### src/rtl/serializer_rr_arbiter.sv
// Round-robin arbiter sharing one serializer between N_REQ word requesters.
// Drops words with mod 1 or 2; waits for busy to rise and fall between transfers.
module serializer_rr_arbiter #(
  parameter int unsigned N_REQ          = 4,
  parameter int unsigned DATA_BUS_WIDTH = 16,
  parameter int unsigned DATA_MOD_WIDTH = 4,
  parameter int unsigned START_TIMEOUT  = 4
) (
  input  logic                              clk_i,
  input  logic                              arst_n_i,
  input  logic [N_REQ*DATA_BUS_WIDTH-1:0]   req_data_i,
  input  logic [N_REQ*DATA_MOD_WIDTH-1:0]   req_mod_i,
  input  logic [N_REQ-1:0]                  req_val_i,
  output logic [N_REQ-1:0]                  req_ready_o,
  output logic [DATA_BUS_WIDTH-1:0]         ser_data_o,
  output logic [DATA_MOD_WIDTH-1:0]         ser_mod_o,
  output logic                              ser_val_o,
  input  logic                              ser_busy_i,
  output logic [$clog2(N_REQ)-1:0]          grant_id_o,
  output logic                              drop_o,
  output logic                              timeout_o
);

  localparam int unsigned IdW  = $clog2(N_REQ);
  localparam int unsigned CntW = $clog2(START_TIMEOUT);

  typedef enum logic [1:0] {StIdle, StIssue, StWaitBusy, StWaitDone} state_e;

  state_e                    state_q, state_d;
  logic [IdW-1:0]            ptr_q, ptr_d;
  logic [IdW-1:0]            gid_q, gid_d;
  logic [DATA_BUS_WIDTH-1:0] data_q, data_d;
  logic [DATA_MOD_WIDTH-1:0] mod_q, mod_d;
  logic                      val_q, val_d;
  logic                      drop_q, drop_d;
  logic                      tout_q, tout_d;
  logic [CntW-1:0]           cnt_q, cnt_d;

  logic                      found;
  logic [IdW-1:0]            win;
  logic [IdW:0]              idx_sum;
  logic [IdW-1:0]            idx;
  logic [DATA_BUS_WIDTH-1:0] sel_data;
  logic [DATA_MOD_WIDTH-1:0] sel_mod;
  logic                      consume;
  logic                      is_drop;

  // Search ptr, ptr+1, ... with explicit wrap so non-power-of-2 N_REQ works.
  always_comb begin
    found   = 1'b0;
    win     = '0;
    idx_sum = '0;
    idx     = '0;
    for (int unsigned i = 0; i < N_REQ; i++) begin
      idx_sum = {1'b0, ptr_q} + (IdW + 1)'(i);
      if (idx_sum >= (IdW + 1)'(N_REQ)) begin
        idx_sum = idx_sum - (IdW + 1)'(N_REQ);
      end
      idx = idx_sum[IdW-1:0];
      if (!found && req_val_i[idx]) begin
        found = 1'b1;
        win   = idx;
      end
    end
  end

  assign sel_data = req_data_i[win*DATA_BUS_WIDTH +: DATA_BUS_WIDTH];
  assign sel_mod  = req_mod_i[win*DATA_MOD_WIDTH +: DATA_MOD_WIDTH];
  assign consume  = (state_q == StIdle) && found && !ser_busy_i;
  assign is_drop  = (sel_mod == DATA_MOD_WIDTH'(1)) || (sel_mod == DATA_MOD_WIDTH'(2));

  // Ready is combinational; gate with reset so it reads 0 while reset is held.
  always_comb begin
    req_ready_o = '0;
    if (consume && arst_n_i) begin
      req_ready_o[win] = 1'b1;
    end
  end

  always_comb begin
    state_d = state_q;
    ptr_d   = ptr_q;
    gid_d   = gid_q;
    data_d  = data_q;
    mod_d   = mod_q;
    val_d   = 1'b0;
    drop_d  = 1'b0;
    tout_d  = 1'b0;
    cnt_d   = cnt_q;
    unique case (state_q)
      StIdle: begin
        if (consume) begin
          if (win == IdW'(N_REQ - 1)) begin
            ptr_d = '0;
          end else begin
            ptr_d = win + 1'b1;
          end
          if (is_drop) begin
            drop_d = 1'b1;
          end else begin
            data_d  = sel_data;
            mod_d   = sel_mod;
            gid_d   = win;
            val_d   = 1'b1;
            state_d = StIssue;
          end
        end
      end
      StIssue: begin
        cnt_d   = '0;
        state_d = StWaitBusy;
      end
      StWaitBusy: begin
        if (ser_busy_i) begin
          state_d = StWaitDone;
        end else if (cnt_q == CntW'(START_TIMEOUT - 1)) begin
          tout_d  = 1'b1;
          state_d = StIdle;
        end else begin
          cnt_d = cnt_q + 1'b1;
        end
      end
      StWaitDone: begin
        if (!ser_busy_i) begin
          state_d = StIdle;
        end
      end
      default: state_d = StIdle;
    endcase
  end

  always_ff @(posedge clk_i or negedge arst_n_i) begin
    if (!arst_n_i) begin
      state_q <= StIdle;
      ptr_q   <= '0;
      gid_q   <= '0;
      data_q  <= '0;
      mod_q   <= '0;
      val_q   <= 1'b0;
      drop_q  <= 1'b0;
      tout_q  <= 1'b0;
      cnt_q   <= '0;
    end else begin
      state_q <= state_d;
      ptr_q   <= ptr_d;
      gid_q   <= gid_d;
      data_q  <= data_d;
      mod_q   <= mod_d;
      val_q   <= val_d;
      drop_q  <= drop_d;
      tout_q  <= tout_d;
      cnt_q   <= cnt_d;
    end
  end

  assign ser_data_o = data_q;
  assign ser_mod_o  = mod_q;
  assign ser_val_o  = val_q;
  assign grant_id_o = gid_q;
  assign drop_o     = drop_q;
  assign timeout_o  = tout_q;

endmodule
### config.mk
export PLATFORM = sky130hd
export DESIGN_NAME = serializer_rr_arbiter
export DESIGN_NICKNAME = d
export VERILOG_FILES = /design/src/rtl/serializer_rr_arbiter.sv
export SDC_FILE = /design/constraint.sdc
export NUM_CORES = 1
export LEC_CHECK = 0
export CAP_MARGIN = 10
export CORE_ASPECT_RATIO = 1.2
export CORE_MARGIN = 2
export CORE_UTILIZATION = 40
export DETAILED_ROUTE_END_ITERATION = 10
export GPL_ROUTABILITY_DRIVEN = 1
export GPL_TIMING_DRIVEN = 0
export HOLD_SLACK_MARGIN = 0.12
export PLACE_DENSITY = 0.77
export SLEW_MARGIN = 10
export SYNTH_ARGS = -nofsm -noshare
export SYNTH_HDL_FRONTEND = slang
export SYNTH_SLANG_ARGS = --single-unit
### constraint.sdc
create_clock -name clk_i -period 2.55 [get_ports clk_i]
set_input_delay 0.255 -clock clk_i [delete_from_list [all_inputs] [get_ports clk_i]]
set_output_delay 0.255 -clock clk_i [all_outputs]
set_load 0.1 [all_outputs]
==> flow_summary_export.csv <==
group,metric,value,unit
global_route,grt_overflow_total,0,
cells_and_area,area_growth,58.3,%
cells_and_area,drive_above_1_share,18.5,%
global_route,grt.met3_usage,4.92,%
global_route,grt.met1_usage,27.1,%
global_route,antenna_found_initial,0,
global_route,grtUsageTotal,23.3,%
worst_setup_path,cpPeakStageDelay,0.43,ns
logic_synthesis,netlist_top_cells_count,"nand2_1 (99), nand3_1 (61), dfrtp_1 (31)",
worst_setup_path,cp.arrival,2.21,ns
floorplan,die_w,77.3,um
logic_synthesis,async_flop_share,100,%
run_status,outcome,"finished clean",
worst_setup_path,crit_fanout,11,
floorplan,die_h,91.9,um
floorplan,die_area,0.00710,sq mm
floorplan,start_util,40.7,%
cells_and_area,antenna_cells,0,
cells_and_area,instances_no_fill,539,
clock_tree,clockBufferDepth,2,
route,drc_errors,0,
pwr,cellLeakagePower,1.79,nW
timing,period_minus_slack,2.47,ns
logic_synthesis,synth_ff_type,"dfrtp_1",
route,drt-initial-drc-count,104,
place,gp_congestion,0.808,
worst_setup_path,critPathKind,"flop to output pin",
clock_tree,clock-sinks,31,
cells_and_area,final_nets,545,
timing,setup_violations,0,
clock_tree,cts-htree-levels,2,
worst_setup_path,cp-start-kind,"flop",
timing,fin_hold_ws,0.512,ns
logic_synthesis,synthTopCellsByArea,"dfrtp_1 (30%), nand2_1 (14%), o211ai_2 (14%)",
floorplan,ioPinCount,116,
worst_hold_path,hp-class,"flop to flop",
route,viasPerCell,5.33,
logic_synthesis,synthesis.area,0.00258,sq mm
logic_synthesis,synthCells,324,
clock_tree,clk_pin_slew,0.07,ns
timing,rsz0062_at_grt,"true",
global_route,busiest_layer,"met2",
clock_tree,clock_latency,0.29,ns
timing,tightest_slew,0.998,ns
route,firstDrtPassIters,4,
clock_tree,numCtsBuffers,5,
logic_synthesis,synth_edf_count,0,
timing,min_period_over_period,96.9,%
logic_synthesis,synth_cell_types,45,
logic_synthesis,synth.top_cell.area_share,30.1,%
route,vias,2872,
flow_run,maxCapViolations,0,
clock_tree,cts_tree,"built",
floorplan,fp-row-count,32,
worst_setup_path,worstPathCellList,"and2_4, o211a_4, nor2_4, buf_2, ha_1, and3_2, buf_6",
pwr,vdd_drop_max,780,uV
timing,clock.fmax,405,MHz
worst_setup_path,r2r_slack,0.26,ns
worst_setup_path,slowest_stage,"dfrtp_2",
logic_synthesis,synth_seq_area_share,30.1,%
worst_setup_path,worst-endpoint-required,2.30,ns
logic_synthesis,yosysMostFrequentCell,"nand2_1",
route,routedWlPerCell,14.9,um
timing,fin_worst_skew,0.00264,ns
route,ant_nets,0,
clock_tree,cts_root_buffer,"clkbuf_8",
route,wl,8.05,mm
place,portBuffers,115,
timing,slew_viol_final,0,
place,hpwl,6.06,mm
global_route,grt_pass1_vias,2904,
logic_synthesis,synth_seq_cells,31,
global_route,met2_usage,42.1,%
timing,hold_viol,0,
floorplan,core-area,0.00633,sq mm
timing,maxSlewHeadroom,33.3,%
place,dp_cells,524,
logic_synthesis,avgSynthCellArea,7.95,sq um
pwr,power.total,5.17,mW
pwr,p_per_area,1270,mW/mm^2
global_route,grt_max_degree,36,
logic_synthesis,synth_top_cell_by_area,"dfrtp_1",
logic_synthesis,ys.warnings.count,0,
global_route,grt_first_pass_wirelength,13.4,mm
logic_synthesis,syn_nets,416,
worst_setup_path,critical_path.endpoint_type,"output pin",
-- cell type report --
class / count / area [sq um]
clock inverters: 2 / 35.0
clock buffers: 6 / 82.6
fillers: 584 / 2250
inverters: 4 / 15.0
multi-input cells: 265 / 1660
flip-flops and latches: 31 / 777
repair buffers: 125 / 1240
plain buffers: 21 / 159
well taps: 85 / 106
-- power breakdown --
group	leakage, nW	internal, mW	switching (mW)
logic	1.36	1.17	2.56
clock network	0.0612	0.316	0.192
registers	0.364	0.720	0.204
-- layer usage --
| metal | wire [um] | share of wire [%] |
|---|---|---|
| met1 | 3380 | 42 |
| met2 | 4040 | 50 |
| met3 | 484 | 6.0 |
| met4 | 146 | 1.8 |
| met5 | 0 | 0 |
-- cells by family after synthesis --
| group | synth area share [%] |
|---|---|
| AOI/OAI and AO/OA | 27.2 |
| adders and majority gates | 2.43 |
| buffers and inverters | 6.85 |
| DFF | 30.1 |
| muxes | 0.389 |
| and+or+nand+nor | 33.0 |
-- critical path: cells and delay by family, from the launching register on --
family / cells / cell delay (ns)
adder cells (fa/ha/maj): 1 / 0.18
buffers and inverters: 2 / 0.50
AND/OR/NAND/NOR: 3 / 0.53
AO/OA/AOI/OAI: 1 / 0.29
flip-flops: 1 / 0.43
-- state kept, by name (all words and copies together), names as in the netlist --
signal,flops
cnt_q,2
ser_data_o,16
ser_val_o,1
ptr_q,2
grant_id_o,2
timeout_o,1
ser_mod_o,4
state_q,2
drop_o,1
-- repair_timing --
action | CTS | global route
resized for setup | 37 | 7
hold endpoints to repair | 31 | 0
pin swaps | 3 | 2
hold buffers | 1 | 0
setup endpoints to repair | 16 | 9
setup buffers | 4 | 5
-- final timing paths --
check / startpoint / cells after the start / endpoint
max in group asynchronous: arst_n_i / 2 / ptr_q[1]
max reg2reg: ptr_q[1] / 10 / ser_mod_o[0]
min reg2reg: cnt_q[1] / 2 / cnt_q[1]
min: cnt_q[1] / 2 / cnt_q[1]
min in group asynchronous: arst_n_i / 2 / ser_data_o[13]
max: ptr_q[1] / 7 / req_ready_o[3]
-- cell usage in the layout (no fill, tap or decap), types with 3 or more instances in the layout --
cell / count
clkdlybuf4s50_1: 107
dlymetal6s2s_1: 3
buf_6: 7
nor2_1: 7
o21ai_1: 4
nor2b_1: 3
ha_1: 5
clkbuf_1: 8
clkbuf_8: 6
dfrtp_1: 30
buf_2: 3
o211ai_2: 29
o211ai_1: 8
nand3_1: 61
buf_8: 3
nand2_1: 99
o21ai_0: 7
buf_4: 12
nor3_1: 3
and3_2: 4
-- per-stage QoR --
stage	instance area, sq um	TNS [ns]	worst slack [ns]	utilization (%)
finish	4080	0	0.0801	64.5
floorplan	2580	0	0.179	-
CTS	4020	0	0.00305	63.5
global route	4080	-0.0206	-0.0104	64.5
detailed placement	3830	-10.98	-1.44	60.6
global placement	3840	-10.10	-1.40	60.7
(Power assumes the default switching activity.)
